**config.mk**
```make
export PLATFORM = sky130hd
export DESIGN_NAME = vjtag_dsa_ctrl
export DESIGN_NICKNAME = d
export VERILOG_FILES = /design/src/rtl/vjtag_dsa_ctrl.sv
export SDC_FILE = /design/constraint.sdc
export NUM_CORES = 1
export LEC_CHECK = 0
export CORE_MARGIN = 3
export CORE_UTILIZATION = 27
export DETAILED_ROUTE_END_ITERATION = 10
export DONT_BUFFER_PORTS = 1
export MAX_ROUTING_LAYER = met4
export PLACE_DENSITY_LB_ADDON = 0.1
export SLEW_MARGIN = 15
export SYNTH_ARGS = -nofsm -noshare
export SYNTH_HDL_FRONTEND = slang
export SYNTH_SLANG_ARGS = --single-unit
```
**constraint.sdc**
```tcl
create_clock -name tck -period 2.25 [get_ports tck]
set_clock_uncertainty 0.2 [all_clocks]
set_input_delay 0.45 -clock tck [delete_from_list [all_inputs] [get_ports tck]]
set_output_delay 0.45 -clock tck [all_outputs]
set_load 0.1 [all_outputs]
```
**src/rtl/vjtag_dsa_ctrl.sv**
```systemverilog
// Virtual-JTAG command controller: IR decode, LSB-first DR shifting, auto-incrementing memory port.
// Writes reach memory 1 tck after Update-DR, read data lands in rbuf 2 tck after a read strobe; no backpressure.
module vjtag_dsa_ctrl #(
  parameter int DATA_W = 8,
  parameter int ADDR_W = 16
) (
  input  logic              tck,
  input  logic              rst_n,
  input  logic              tdi,
  output logic              tdo,
  input  logic [1:0]        ir_in,
  output logic [1:0]        ir_out,
  input  logic              virtual_state_cdr,
  input  logic              virtual_state_sdr,
  input  logic              virtual_state_udr,
  input  logic              virtual_state_uir,
  output logic [ADDR_W-1:0] mem_addr,
  output logic [DATA_W-1:0] mem_wdata,
  output logic              mem_we,
  output logic              mem_re,
  input  logic [DATA_W-1:0] mem_rdata
);

  typedef enum logic [1:0] {
    IR_BYPASS = 2'b00,
    IR_WADDR  = 2'b01,
    IR_WDATA  = 2'b10,
    IR_RDATA  = 2'b11
  } ir_e;

  ir_e ir;
  assign ir = ir_e'(ir_in);

  logic              byp_q, byp_d;
  logic [ADDR_W-1:0] addr_sr_q, addr_sr_d;
  logic [DATA_W-1:0] data_sr_q, data_sr_d;
  logic [ADDR_W-1:0] addr_q, addr_d;
  logic [ADDR_W-1:0] mem_addr_q, mem_addr_d;
  logic [DATA_W-1:0] mem_wdata_q, mem_wdata_d;
  logic              mem_we_q, mem_we_d;
  logic              mem_re_q, mem_re_d;
  logic              re_dly_q, re_dly_d;
  logic [DATA_W-1:0] rbuf_q, rbuf_d;
  logic              rbuf_valid_q, rbuf_valid_d;
  logic              wrap_q, wrap_d;
  logic [ADDR_W:0]   addr_inc;

  // Extra MSB is the carry out of 0xFF..F, which raises the sticky wrap flag.
  assign addr_inc = {1'b0, addr_q} + {{ADDR_W{1'b0}}, 1'b1};

  always_comb begin
    byp_d        = byp_q;
    addr_sr_d    = addr_sr_q;
    data_sr_d    = data_sr_q;
    addr_d       = addr_q;
    mem_addr_d   = mem_addr_q;
    mem_wdata_d  = mem_wdata_q;
    mem_we_d     = 1'b0;
    mem_re_d     = 1'b0;
    re_dly_d     = mem_re_q;
    rbuf_d       = rbuf_q;
    rbuf_valid_d = rbuf_valid_q;
    wrap_d       = wrap_q;

    // Memory returns data the cycle after the strobe; capture it one edge later.
    if (re_dly_q) begin
      rbuf_d       = mem_rdata;
      rbuf_valid_d = 1'b1;
    end

    if (virtual_state_sdr) begin
      case (ir)
        IR_BYPASS: byp_d     = tdi;
        IR_WADDR:  addr_sr_d = {tdi, addr_sr_q[ADDR_W-1:1]};
        default:   data_sr_d = {tdi, data_sr_q[DATA_W-1:1]};
      endcase
    end

    if (virtual_state_cdr && ir == IR_RDATA) data_sr_d = rbuf_q;

    if (virtual_state_udr) begin
      case (ir)
        IR_WADDR: begin
          addr_d = addr_sr_q;
          wrap_d = 1'b0;
        end
        IR_WDATA: begin
          mem_we_d    = 1'b1;
          mem_addr_d  = addr_q;
          mem_wdata_d = data_sr_q;
          addr_d      = addr_inc[ADDR_W-1:0];
          if (addr_inc[ADDR_W]) wrap_d = 1'b1;
        end
        IR_RDATA: begin
          mem_re_d   = 1'b1;
          mem_addr_d = addr_inc[ADDR_W-1:0];
          addr_d     = addr_inc[ADDR_W-1:0];
          if (addr_inc[ADDR_W]) wrap_d = 1'b1;
        end
        default: ;
      endcase
    end

    // Prefetch so the first Capture-DR after selecting READ_DATA has data ready.
    if (virtual_state_uir && ir == IR_RDATA) begin
      mem_re_d   = 1'b1;
      mem_addr_d = addr_q;
    end

    if (mem_re_d) rbuf_valid_d = 1'b0;
  end

  always_ff @(posedge tck or negedge rst_n) begin
    if (!rst_n) begin
      byp_q        <= 1'b0;
      addr_sr_q    <= '0;
      data_sr_q    <= '0;
      addr_q       <= '0;
      mem_addr_q   <= '0;
      mem_wdata_q  <= '0;
      mem_we_q     <= 1'b0;
      mem_re_q     <= 1'b0;
      re_dly_q     <= 1'b0;
      rbuf_q       <= '0;
      rbuf_valid_q <= 1'b0;
      wrap_q       <= 1'b0;
    end else begin
      byp_q        <= byp_d;
      addr_sr_q    <= addr_sr_d;
      data_sr_q    <= data_sr_d;
      addr_q       <= addr_d;
      mem_addr_q   <= mem_addr_d;
      mem_wdata_q  <= mem_wdata_d;
      mem_we_q     <= mem_we_d;
      mem_re_q     <= mem_re_d;
      re_dly_q     <= re_dly_d;
      rbuf_q       <= rbuf_d;
      rbuf_valid_q <= rbuf_valid_d;
      wrap_q       <= wrap_d;
    end
  end

  always_comb begin
    case (ir)
      IR_BYPASS: tdo = byp_q;
      IR_WADDR:  tdo = addr_sr_q[0];
      default:   tdo = data_sr_q[0];
    endcase
  end

  assign ir_out    = {wrap_q, rbuf_valid_q};
  assign mem_addr  = mem_addr_q;
  assign mem_wdata = mem_wdata_q;
  assign mem_we    = mem_we_q;
  assign mem_re    = mem_re_q;

endmodule

```
# Yosys cells after proc, flatten, opt, wreduce, memory -nomap -nowiden
# Cells that the tools add are included.
# word_totals
regBits	78
in_bits	17
elab_cells	52
out_inout_bits	29
# op_classes
addsub	1
muxes	17
n_reduce_logical	17
n_eq_ne	5
# ops
operator	count
case mux 16 bit (2 select lines)	2
two-way mux 16 bit	2
two-way mux 8 bit	3
adder 16 x 1 -> 17 bit, second input constant	1
AND reduction 2 bit	6
two-way mux 1 bit	8
nonzero test 2 bit	4
equality test 2 bit, second input constant	2
!= test 2 x 1 -> 1 bit, second input constant	2
case mux 1 bit (2 select lines)	2
OR reduction 2 bit	2
AND reduction 3 bit	1
nonzero test 3 bit	1
equality test 2 x 1 -> 1 bit, second input constant	1
logical AND 1 bit	2
logical NOT 2 bit	1

# Longest topological paths before layout
# Gate-level depths: netlist (run 1).
# logic_depth
depth_word	5
mapped_depth	6
ltp_nobuf	5

# Worst setup path before layout (run 1)
# No wires, ideal clock.
# synth_timing
kind	input-to-output
startpoint	input ir_in[1]
endpoint	output tdo
slack_ns	-0.861
n_path_buf	4
t_required_ns	1.600
t_arrival_ns	2.461
cell_stages	5
path_cell_list	buf_6 -> clkbuf_1 -> buf_2 -> buf_2 -> o21ai_1
# synth_via
elab_chain_cells	2
word_cells_on_any_way	3
classes_between	1 x eq/ne; 1 x mux; 1 x reduce/logical
# synth_rtl
element	line_no	source
start: declaration	11	input logic [1:0] ir_in,
equality test 2 x 1 -> 1 bit / logical NOT 2 bit (equally long branches)	144	case (ir)
case mux 1 bit (2 select lines) (*)	144	
end: declaration	10	output logic tdo,
# Mark *: on every way between the ends. The rest lies on a longest branch, timed or not.

# Worst setup path after layout (run 1)
# layout_timing
startpoint	register addr_q[1]
endpoint	register mem_addr_q[14] (netlist: mem_addr[14])
# layout_via
elab_chain_cells	4
# layout_rtl
element	line_no	source
start: declaration	37	logic [ADDR_W-1:0] addr_q, addr_d;
start signal: assignment	131	addr_q <= addr_d;
adder 16 x 1 -> 17 bit	49	assign addr_inc = {1'b0, addr_q} + {{ADDR_W{1'b0}}, 1'b1};
case mux 16 bit (2 select lines)	82	case (ir)
two-way mux 16 bit	81	if (virtual_state_udr) begin
two-way mux 16 bit	105	if (virtual_state_uir && ir == IR_RDATA) begin
end signal: assignment	132	mem_addr_q <= mem_addr_d;
end: declaration	38	logic [ADDR_W-1:0] mem_addr_q, mem_addr_d;
# Every way passes these cells. The select of a mux whose other input is x is not followed.
# A chain may end at the register's enable or synchronous reset.

==> impl_metrics.ini, run 1 <==
[outcome]
outcome = finished, violations left
violations = hold timing

[pwr]
leakagePower_uw = 0.00191
ir_drop_mv = 0.356
powerDensity_nw_per_um2 = 1140

[timing]
holdWs_ps = -401
hold_viol = 78
min_period_ps = 2050
setup_tns_ps = 0
max-slew-margin-rel_pct = 39.0
worst_pin_slew_ps = 915
drv_slew = 0
fin_crit_sh_pct = 91.2
fmax_mhz = 487
setup_viol = 0
rsz0062_at_grt = false

[cts]
cts_tree = done
numCtsBuffers = 9
hold_buffers = 1
post_cts_buffers = 0
clock_latency_ps = 340
cts_root_buffer = clkbuf_16
ctsHtreeMaxLevel = 3
cts_buffer_depth = 2
cts.sinks = 78
clk_pin_slew_worst_paths_ps = 60

[global_routing]
grtUsageTotal_pct = 12.6
met2_usage_pct = 18.3
antenna_found_initial = 0
grt_pass1_wl_um = 15500
grt_overflow = 0
grt_max_degree = 79
grt_use_met3_pct = 3.30
grtUsageMet1_pct = 16.9
busiest_layer = met2
grt_pass1_vias = 2731

[synthesis]
syn_inst = 391
synthDominantCellAreaShare_pct = 49.4
ys_seq_area_share_pct = 49.4
netlist_top_cells_count = 78 x dfrtp_1, 52 x nand2_1, 25 x nor2_1
synth_edf_count = 0
synth_nets = 409
ys_ff_latch = 78
yosysUniqueCellTypes = 53
synth.avg_cell_area_um2 = 10.1
synth_area_leaders = dfrtp_1 49%, mux2i_1 5.1%, nand2_1 4.9%
ys_async_sr_fraction_pct = 100
ys_warn_count = 0
yosysTopAreaCell = dfrtp_1
synth_ff_type = dfrtp_1
synth_most_common_cell = dfrtp_1
synth_area_um2 = 3950

[floorplan]
rows = 43
io_pins = 46
dieArea_um2 = 16100
chipHeight_um = 127
coreArea_um2 = 14100
die_x_um = 127
initial_core_util_pct = 28.0

[drt]
viasPerCell = 4.78
vias = 2774
drtPass1Iterations = 4
dr.first_iter.drc_count = 136
drc_errors = 0
ant_nets = 0
post_drt_wl_per_cell_um = 16.2
drt-total-wl_um = 9380

[layout]
final_util_pct = 31.8
syn2layout_area_growth_pct = 13.3
diodes = 0
multi_input_area_um2 = 1750
drive_gt1_share_pct = 16.3
final-seq-area_um2 = 1950
fillCellCount = 1472
final_nets = 413

[placement]
io_buffers = 0
place_congestion = 0.779
dp.final_hpwl_um = 6320

[setup_path]
criticalPathCategory = register to register
worstPathMaxFanout = 6
critPathCaptureType = register
required_ps = 2320
start_kind = register
cp.arrival_ps = 2120

[run]
max-cap-violations = 0

[min_path]
hp-class = primary input to async pin
-- through the flow --
step                      std cells  power [uW]  cell area (um^2)  hold slack (ps)  setup WS [ps]
final                           580        5090              4480             -401            198
after global routing            580        5360              4480             -421           15.2
after CTS                       580        5170              4480             -420            200
after detailed placement        563        3640              4170            -43.3            215
after global placement          563        3620              4170            -43.3            248
after floorplan                 391        3410              3970            -45.6           5.18
-- report_power, final --
| group | switching [uW] | internal [uW] | total, uW |
|---|---|---|---|
| Sequential | 694 | 1710 | 2400 |
| Clock | 619 | 870 | 1490 |
| Combinational | 814 | 383 | 1200 |
-- worst max-delay path, stage by stage (launching register included) --
cell	delay, ps
dfrtp_1	410
ha_1	270
and4_4	300
nand4_4	130
or4_1	500
a31oi_1	170
-- sequential cells by signal, indices dropped and copies added (netlist names) --
register / cells
addr_q: 16
addr_sr_q: 16
byp_q: 1
data_sr_q: 8
mem_addr: 16
mem_re: 1
mem_wdata: 8
mem_we: 1
rbuf_q: 8
rbuf_valid_q: 1
re_dly_q: 1
wrap_q: 1
-- layer usage --
layer | wire, um | vias up
li1 | - | 1387
met1 | 4690 | 1319
met2 | 4120 | 57
met3 | 415 | 11
met4 | 151 | 0
met5 | 0 | -
-- area by class of cell --
type | count | area share [%]
flip-flops and latches | 78 | 43.6
multi-input cells | 265 | 39.0
repair buffers | 27 | 4.58
clock inverters | 6 | 1.56
well taps | 180 | 5.03
inverters | 14 | 1.17
clock buffers | 10 | 5.11
-- cells by family after synthesis --
kind of cell               share of synthesized area [%]
and+or+nand+nor                                     16.3
muxes                                               12.2
buffers and inverters                               6.74
xor gates and xnor gates                            2.44
AOI/OAI and AO/OA                                   12.7
DFF                                                 49.4
adders and majority gates                          0.317
-- final timing paths --
kind | startpoint | endpoint | slack (ps) | depth (start not counted)
max | addr_q[1]$_DFFE_PN0P_ | mem_addr[14]$_DFFE_PN0P_ | 200 | 5
min | rst_n | mem_addr[9]$_DFFE_PN0P_ | -400 | 0
max reg2reg | addr_q[1]$_DFFE_PN0P_ | mem_addr[14]$_DFFE_PN0P_ | 200 | 5
min reg2reg | addr_sr_q[9]$_DFFE_PN0P_ | addr_sr_q[9]$_DFFE_PN0P_ | 280 | 2
max in group asynchronous | rst_n | addr_q[7]$_DFFE_PN0P_ | 2090 | 0
min in group tck | mem_rdata[4] | rbuf_q[4]$_DFFE_PN0P_ | 50 | 1
-- timing repair --
| action | CTS | global route |
|---|---|---|
| resized for setup | 0 | 0 |
| endpoints found under the setup margin | 0 | 0 |
| hold endpoints to repair | 88 | 78 |
-- layout by cell type (no fill, tap or decap), drive strengths merged, types with 3 or more instances in the layout --
cell | Yosys | final
and4 | 3 | 3
o22ai | 12 | 12
mux2i | 20 | 20
a31oi | 14 | 14
nand4 | 7 | 7
dfrtp | 78 | 78
xnor2 | 7 | 7
inv | 14 | 16
nand2 | 52 | 52
o21ai | 35 | 35
a21oi | 11 | 11
clkinv | 0 | 3
xor2 | 4 | 4
nor3 | 6 | 6
clkbuf | 17 | 10
nor2 | 25 | 25
nand3 | 12 | 12
mux2 | 25 | 25
nor4 | 4 | 4
buf | 17 | 26
Power figures use the tool's default switching activity.
==> inputs of run 2 (changes only) <==
Settings changed: CORE_MARGIN 3 to 2, RECOVER_POWER from default to 25.
==> impl_metrics.ini, run 2 (same netlist as run 1, synthesis figures left out) <==
[outcome]
outcome = finished, violations left
violations = hold timing

[setup_path]
startpoint = addr_q[1]$_DFFE_PN0P_
worstPathMaxFanout = 6
r2r_start = addr_q[1]$_DFFE_PN0P_
required_ps = 2310
start_kind = register
critPathCaptureType = register
criticalPathCategory = register to register
path_cells = ha_1, and4_4, nand4_4, or4_1, a31oi_1
slowest_delay_ps = 500
endpoint = mem_addr[14]$_DFFE_PN0P_
reg2reg_depth = 5
cp.arrival_ps = 2120
slowest_stage = or4_1
r2r_setup_slack_ps = 190
reg2reg_to = mem_addr[14]$_DFFE_PN0P_

[global_routing]
grt_pass1_wl_um = 15200
grtUsageTotal_pct = 12.6
grt_pass1_vias = 2766
grt_max_degree = 79
grt_overflow = 0
antenna_found_initial = 0

[cts]
hold_buffers = 1
cts_resized = 0
cts_buffer_depth = 2
numCtsBuffers = 9
cts.sinks = 78
ctsHtreeMaxLevel = 3
cts_root_buffer = clkbuf_16
post_cts_buffers = 0
clk_pin_slew_worst_paths_ps = 70
cts_tree = done
clock_latency_ps = 340

[floorplan]
chipHeight_um = 125
initial_core_util_pct = 27.4
io_pins = 46
coreArea_um2 = 14400
die_x_um = 125
rows = 44
dieArea_um2 = 15600

[placement]
io_buffers = 0
place_congestion = 0.806
place_area_um2 = 4180
dp.final_hpwl_um = 6110
placed_cells = 567

[layout]
syn2layout_area_growth_pct = 13.1
final_nets = 413
diodes = 0
postLayoutCellArea_um2 = 4470
final_cells = 584
final_common_cell = dfrtp_1
mostFrequentLayoutCells = 78 x dfrtp_1, 52 x nand2_1, 26 x buf_4
drive_gt1_share_pct = 16.5

[pwr]
ir_drop_mv = 0.506
powerDensity_nw_per_um2 = 1120
leakagePower_uw = 0.00190

[drt]
dr.first_iter.drc_count = 115
ant_nets = 0
viasPerCell = 4.72
drt-total-wl_um = 9060
vias = 2759
post_drt_wl_per_cell_um = 15.5
drtPass1Iterations = 4
drc_errors = 0

[timing]
rsz0062_at_grt = false
holdWs_ps = -408
setup_tns_ps = 0
setup_viol = 0
min_period_ps = 2060
hold_viol = 78
drv_slew = 0
fmax_mhz = 486
fin_crit_sh_pct = 91.5
worst_pin_slew_ps = 909
max-slew-margin-rel_pct = 39.4

[min_path]
hp-class = primary input to async pin

[run]
max-cap-violations = 0
-- run 2: cell count changes in the layout (fill, tap and decap cells not counted) --
| cell | previous run | this run |
|---|---|---|
| bufinv_16 | 1 | 0 |
| clkbuf_1 | 1 | 0 |
| clkinv_2 | 1 | 0 |
| clkinv_4 | 2 | 0 |
| clkinvlp_4 | 0 | 2 |
| inv_6 | 2 | 5 |
-- run 2: power breakdown --
| part | internal [uW] | switching (uW) |
|---|---|---|
| clock network | 767 | 642 |
| registers | 1710 | 707 |
| logic | 377 | 788 |
-- run 2: cell type report --
type,count,area [um^2]
timing repair buffer,27,205
multi-input combinational,265,1750
tap,184,230
sequential,78,1950
clock inverter,7,58.8
fill,1508,9950
inverter,14,52.6
clock buffer,9,225
-- run 2: per-stage QoR --
stage	total power [uW]	hold WS [ps]	worst slack [ps]	util, %
after floorplan	3410	-45.6	5.18	-
after global placement	3610	-44.1	248	28.9
after detailed placement	3620	-43.5	190	28.9
after CTS	5080	-427	176	31.0
after global routing	5280	-433	71.0	31.0
final	4990	-408	192	31.0
-- run 2: metal layers --
layer	vias up	part of all wire [%]	track usage [%]
met5	-	0	-
met4	0	1.8	5.36
met3	11	3.9	3.34
met2	36	44	18.2
met1	1326	50	16.8
li1	1386	-	-
-- run 2: worst min-delay path by stage --
stage | startpoint | to | cells past startpoint
after detailed placement | rst_n | rbuf_q[2]$_DFFE_PN0P_ | 0
final | rst_n | rbuf_q[2]$_DFFE_PN0P_ | 0
after floorplan | rst_n | addr_q[0]$_DFFE_PN0P_ | 0
after global routing | rst_n | data_sr_q[2]$_DFFE_PN0P_ | 0
after global placement | rst_n | rbuf_q[2]$_DFFE_PN0P_ | 0
after CTS | rst_n | rbuf_q[2]$_DFFE_PN0P_ | 0
-- run 2: critical path: cells and delay by family (launching register included) --
family,cells,cell delay [ps]
flip-flops,1,410
AO/OA/AOI/OAI,1,180
AND/OR/NAND/NOR,3,930
adder cells (fa/ha/maj),1,260
